--- config.mk ---
export PLATFORM = sky130hd
export DESIGN_NAME = fetch_hazard_ctrl
export DESIGN_NICKNAME = d
export VERILOG_FILES = /design/src/rtl/cpu_pkg.sv /design/src/rtl/hazard_perf_cnt.sv /design/src/rtl/fetch_hazard_ctrl.sv
export SDC_FILE = /design/constraint.sdc
export NUM_CORES = 1
export LEC_CHECK = 0
export ABC_AREA = 1
export CELL_PAD_IN_SITES_DETAIL_PLACEMENT = 0
export CELL_PAD_IN_SITES_GLOBAL_PLACEMENT = 2
export CORE_MARGIN = 3
export CORE_UTILIZATION = 23
export DETAILED_ROUTE_END_ITERATION = 10
export GPL_TIMING_DRIVEN = 0
export PLACE_DENSITY_LB_ADDON = 0.1
export SLEW_MARGIN = 20
export SYNTH_ARGS = -nofsm -noshare
export SYNTH_HDL_FRONTEND = slang
export SYNTH_SLANG_ARGS = --single-unit
--- constraint.sdc ---
create_clock -name clk -period 4.2 [get_ports clk]
set_input_delay 1.05 -clock clk [delete_from_list [all_inputs] [get_ports clk]]
set_output_delay 1.05 -clock clk [all_outputs]
set_load 0.01 [all_outputs]
--- src/rtl/cpu_pkg.sv ---
// Shared types and constants for the 64-bit five-stage core.
package cpu_pkg;

    typedef enum logic [1:0] {
        RUN,
        FLUSH,
        FREEZE
    } hz_state_e;

    localparam logic [4:0]  XZR_IDX   = 5'd31;
    localparam logic [31:0] NOP_INSTR = 32'h0000_0000;

endpackage

--- src/rtl/hazard_perf_cnt.sv ---
// Saturating event counter with enable; sticks at all-ones.
module hazard_perf_cnt #(
    parameter int CNT_W = 32
) (
    input  logic             clk,
    input  logic             reset,
    input  logic             en,
    output logic [CNT_W-1:0] cnt
);

    always_ff @(posedge clk or posedge reset) begin
        if (reset) begin
            cnt <= '0;
        end else if (en && (cnt != {CNT_W{1'b1}})) begin
            cnt <= cnt + 1'b1;
        end
    end

endmodule

--- src/rtl/fetch_hazard_ctrl.sv ---
// Fetch sequencing and hazard control: load-use, taken branch, memory freeze.
// Perf counters are built only when HAZARD_PERF_EN is defined.
module fetch_hazard_ctrl
    import cpu_pkg::*;
#(
    parameter int BR_FLUSH_CYCLES = 1,
    parameter int CNT_W           = 32
) (
    input  logic              clk,
    input  logic              reset,
    input  logic              ex_mem_read,
    input  logic [4:0]        ex_rd,
    input  logic [4:0]        id_rn,
    input  logic [4:0]        id_rm,
    input  logic              id_use_rn,
    input  logic              id_use_rm,
    input  logic              br_taken,
    input  logic [63:0]       br_target,
    input  logic              mem_busy,
    output logic              pc_en,
    output logic              pc_sel,
    output logic [63:0]       redirect_pc,
    output logic              ifid_en,
    output logic              idex_en,
    output logic              ifid_flush,
    output logic              idex_bubble
`ifdef HAZARD_PERF_EN
    ,
    output logic [CNT_W-1:0]  stall_cnt,
    output logic [CNT_W-1:0]  flush_cnt
`endif
);

    localparam logic [2:0] FL_RELOAD = 3'(BR_FLUSH_CYCLES - 1);

    hz_state_e   state, stateNext, effState;
    logic [2:0]  flushLeft, flushLeftNext;
    logic        pend, pendNext;
    logic [63:0] pendPc, pendPcNext;
    logic        loadUse, loadUseStall;

    assign loadUse = ex_mem_read && (ex_rd != XZR_IDX) &&
                     ((id_use_rn && (id_rn == ex_rd)) ||
                      (id_use_rm && (id_rm == ex_rd)));

    // Leaving FREEZE behaves in the same cycle as the state it interrupted.
    always_comb begin
        effState = state;
        if (state == FREEZE) begin
            effState = (flushLeft != 3'd0) ? FLUSH : RUN;
        end
    end

    always_comb begin
        pc_en         = 1'b0;
        pc_sel        = 1'b0;
        redirect_pc   = br_target;
        ifid_en       = 1'b0;
        idex_en       = 1'b0;
        ifid_flush    = 1'b0;
        idex_bubble   = 1'b0;
        loadUseStall  = 1'b0;
        stateNext     = state;
        flushLeftNext = flushLeft;
        pendNext      = pend;
        pendPcNext    = pendPc;
        if (reset) begin
            redirect_pc = 64'd0;
            ifid_flush  = 1'b1;
            idex_bubble = 1'b1;
        end else if (mem_busy) begin
            stateNext = FREEZE;
            if (br_taken) begin
                pendNext   = 1'b1;
                pendPcNext = br_target;
            end
        end else if (pend || br_taken) begin
            redirect_pc = pend ? pendPc : br_target;
            pc_sel      = 1'b1;
            pc_en       = 1'b1;
            ifid_en     = 1'b1;
            idex_en     = 1'b1;
            ifid_flush  = 1'b1;
            pendNext    = 1'b0;
            if (BR_FLUSH_CYCLES > 1) begin
                stateNext     = FLUSH;
                flushLeftNext = FL_RELOAD;
            end else begin
                stateNext     = RUN;
                flushLeftNext = 3'd0;
            end
        end else if (effState == FLUSH) begin
            pc_en         = 1'b1;
            ifid_en       = 1'b1;
            idex_en       = 1'b1;
            ifid_flush    = 1'b1;
            idex_bubble   = 1'b1;
            flushLeftNext = flushLeft - 3'd1;
            stateNext     = (flushLeft == 3'd1) ? RUN : FLUSH;
        end else if (loadUse) begin
            loadUseStall = 1'b1;
            idex_en      = 1'b1;
            idex_bubble  = 1'b1;
            stateNext    = RUN;
        end else begin
            pc_en     = 1'b1;
            ifid_en   = 1'b1;
            idex_en   = 1'b1;
            stateNext = RUN;
        end
    end

    always_ff @(posedge clk or posedge reset) begin
        if (reset) begin
            state     <= RUN;
            flushLeft <= 3'd0;
            pend      <= 1'b0;
            pendPc    <= 64'd0;
        end else begin
            state     <= stateNext;
            flushLeft <= flushLeftNext;
            pend      <= pendNext;
            pendPc    <= pendPcNext;
        end
    end

`ifdef HAZARD_PERF_EN
    logic stallEn, flushEn;

    assign stallEn = !reset && (mem_busy || loadUseStall);
    assign flushEn = !reset && ifid_flush;

    hazard_perf_cnt #(.CNT_W(CNT_W)) uStallCnt (
        .clk   (clk),
        .reset (reset),
        .en    (stallEn),
        .cnt   (stall_cnt)
    );

    hazard_perf_cnt #(.CNT_W(CNT_W)) uFlushCnt (
        .clk   (clk),
        .reset (reset),
        .en    (flushEn),
        .cnt   (flush_cnt)
    );
`endif

endmodule

==> metrics.csv <==
stage;metric;value;unit
global_routing;grt_first_pass_wirelength;21.3;mm
yosys;syn_area;3920;sq um
placed_design;hpwl;9.48;mm
global_routing;grt-ovfl-total;0;
cts;cts_buffers;9;
routing;vias;3993;
critical_path;crit_path_end_kind;output port;
placed_design;gp_congestion;0.768;
power_and_ir_drop;ir_drop;0.211;mV
floorplanning;io_pins;156;
sta;rsz0062_at_grt;false;
yosys;synth_warnings;0;
yosys;synth_cell_type_count;23;
routing;wl;13.3;mm
critical_path;slowest_stage;clkdlybuf4s50_1;
critical_path;crit_arrival;3.00;ns
sta;finalHoldViolations;0;
routing;dr.first_iter.drc_count;157;
floorplanning;die_h;137;um
worst_hold_path;hold_path_class;reg -> reg;
floorplanning;start_util;23.6;%
yosys;synth_cells;529;
global_routing;grt_use_total;14.5;%
placed_design;place_ws;-0.296;ns
critical_path;cp_max_fo;10;
sta;drv_slew;0;
finish;diodes;0;
floorplanning;core-area;16600;sq um
finish;drive_above_1_share;9.10;%
sta;clock_skew;0.00712;ns
sta;maxSlewHeadroom;68.8;%
placed_design;place_area;5780;sq um
sta;worst_pin_slew;0.468;ns
yosys;synth_area_per_cell;7.41;sq um
cts;clk_pin_slew_worst_paths;0.05;ns
critical_path;cpPeakStageDelay;0.57;ns
yosys;ys_seq_area_share;44.7;%
outcome;status;completed;
sta;final.setup.worst_slack;0.152;ns
yosys;ys_ff_latch;70;
cts;htree_levels;3;
floorplanning;die_w;137;um
routing;drc_errors;0;
critical_path;worstSetupPathType;in -> out;
finish;nets;787;
global_routing;grt_pass1_vias;4009;
routing;firstDrtPassIters;4;
routing;avgRoutedWirePerCell;14.4;um
finish;syn_to_final_growth;57.3;%
global_routing;grt_max_degree;38;
routing;antenna_left;0;
cts;postCtsSetupBuffers;0;
critical_path;required;3.15;ns
sta;fmax;247;MHz
power_and_ir_drop;powerDensity;358;nW/um^2
cts;clock_latency;0.33;ns
critical_path;path_common_cell;clkdlybuf4s50_1;
job;max-cap-violations;0;
power_and_ir_drop;power_leakage;2.89;nW
cts;cts_tree;built;
finish;stdcell_area;6170;sq um
floorplanning;die_area;18600;sq um
placed_design;port-buffer-count;155;
cts;postCtsHoldBufs;0;
cts;clock_path_buffers;2;
yosys;syn_nets;618;
cts;cts_root_buf;clkbuf_16;
finish;multiInputGateArea;1570;sq um
routing;vias_per_cell;4.33;
critical_path;crit_chain;clkdlybuf4s50_1 -> inv_2 -> clkbuf_1 -> o21ai_1 -> a21oi_1 -> clkdlybuf4s50_1;
cts;clock_sinks;70;
critical_path;critPathLaunchType;primary input;
sta;finalSetupViolCount;0;
floorplanning;rows;47;
finish;fillers;1738;
finish;seqCellArea;1750;sq um
sta;period_needed;4.05;ns
global_routing;antenna_found_initial;0;
sta;period_share;96.4;%
[power breakdown]
group | total [W] | switching [W] | internal (W)
registers | 0.000842 | 0.0000584 | 0.000784
clock network | 0.000772 | 0.000296 | 0.000476
logic | 0.000595 | 0.000289 | 0.000306
total | 0.00221 | 0.000643 | 0.00157
[cell usage in the layout (no fill, tap or decap), drive strengths merged]
master	Yosys	layout
buf	30	30
clkbuf	6	19
clkinvlp	0	2
o21bai	1	1
or2	1	1
nand3	5	5
clkinv	0	2
bufbuf	0	1
ha	3	3
o21ai	135	135
o21a	1	1
nand4	1	1
nand2	104	104
nor2	16	16
xor2	1	1
dfrtp	70	70
bufinv	0	1
inv	90	90
clkdlybuf4s50	0	155
a21oi	65	65
[cell usage after synthesis, drive strengths merged]
cell type	number	area share [%]
a21oi	65	8.3
buf	30	6.2
clkbuf	6	0.57
dfrtp	70	45
ha	3	0.96
inv	90	8.6
nand2	104	10
nand3	5	0.77
nand4	1	0.16
nor2	16	1.7
o21a	1	0.19
o21ai	135	17
o21bai	1	0.19
or2	1	0.16
xor2	1	0.22
[per-layer routing]
metal | track usage [%] | vias up | share of wire [%]
li1 | - | 2036 | -
met1 | 19.9 | 1845 | 47
met2 | 22.2 | 99 | 46
met3 | 4.01 | 13 | 5.8
met4 | 4.14 | 0 | 1.2
met5 | 0 | - | 0
[stage by stage]
step	cells	utilization, %	TNS, ns	hold WS [ns]	power [W]
finish	923	37.0	0	0.483	0.00221
global route	923	37.0	0	0.507	0.00236
CTS	922	36.8	0	0.487	0.00224
detailed placement	905	34.7	-1.30	0.473	0.00145
global placement	904	34.5	-8.77	0.467	0.00143
floorplan	529	-	0	0.453	0.00115
[kinds of logic after synthesis]
logic type,Yosys count,share of synthesized area (%)
compound gates,202,26.0
xor+xnor,1,0.223
flops,70,44.7
fa+ha+maj,3,0.958
buf+inv,126,15.4
simple gates,127,12.8
[path summary, 6_finish.rpt]
check / startpoint / end / slack, ns / depth (start not counted)
setup reg to reg: flushLeft[0] / flushLeft[0] / 2.80 / 10
setup / recovery: reset / redirect_pc[10] / 0.15 / 6
min in group asynchronous: reset / pendPc[62] / 1.50 / 4
hold reg to reg: pendPc[5] / pendPc[5] / 0.48 / 2
max in group asynchronous: reset / pendPc[28] / 2.22 / 5
hold / removal: pendPc[5] / pendPc[5] / 0.48 / 2
[final cells by class]
cell class / instances / area share [%]
Buffer: 36 / 4.75
Clock buffer: 11 / 3.94
Clock inverter: 5 / 0.954
Inverter: 90 / 5.48
Multi-Input combinational cell: 333 / 25.5
Sequential cell: 70 / 28.4
Tap cell: 220 / 4.46
Timing Repair Buffer: 158 / 26.5
[critical path, delay by kind of cell]
| family | cells | cell delay [ns] |
|---|---|---|
| compound gates | 2 | 0.32 |
| buf+inv | 4 | 1.62 |
[registers in the layout, summed over array words and instances, names as in the netlist]
signal,cells
flushLeft,3
pend,1
pendPc,64
state,2
[what timing repair did]
| item | in CTS | in global routing |
|---|---|---|
| pin swaps | 0 | 0 |
| gates cloned | 1 | 1 |
| gates resized for setup | 3 | 9 |
| setup endpoints to repair | 7 | 13 |
Power figures use the tool's default switching activity.
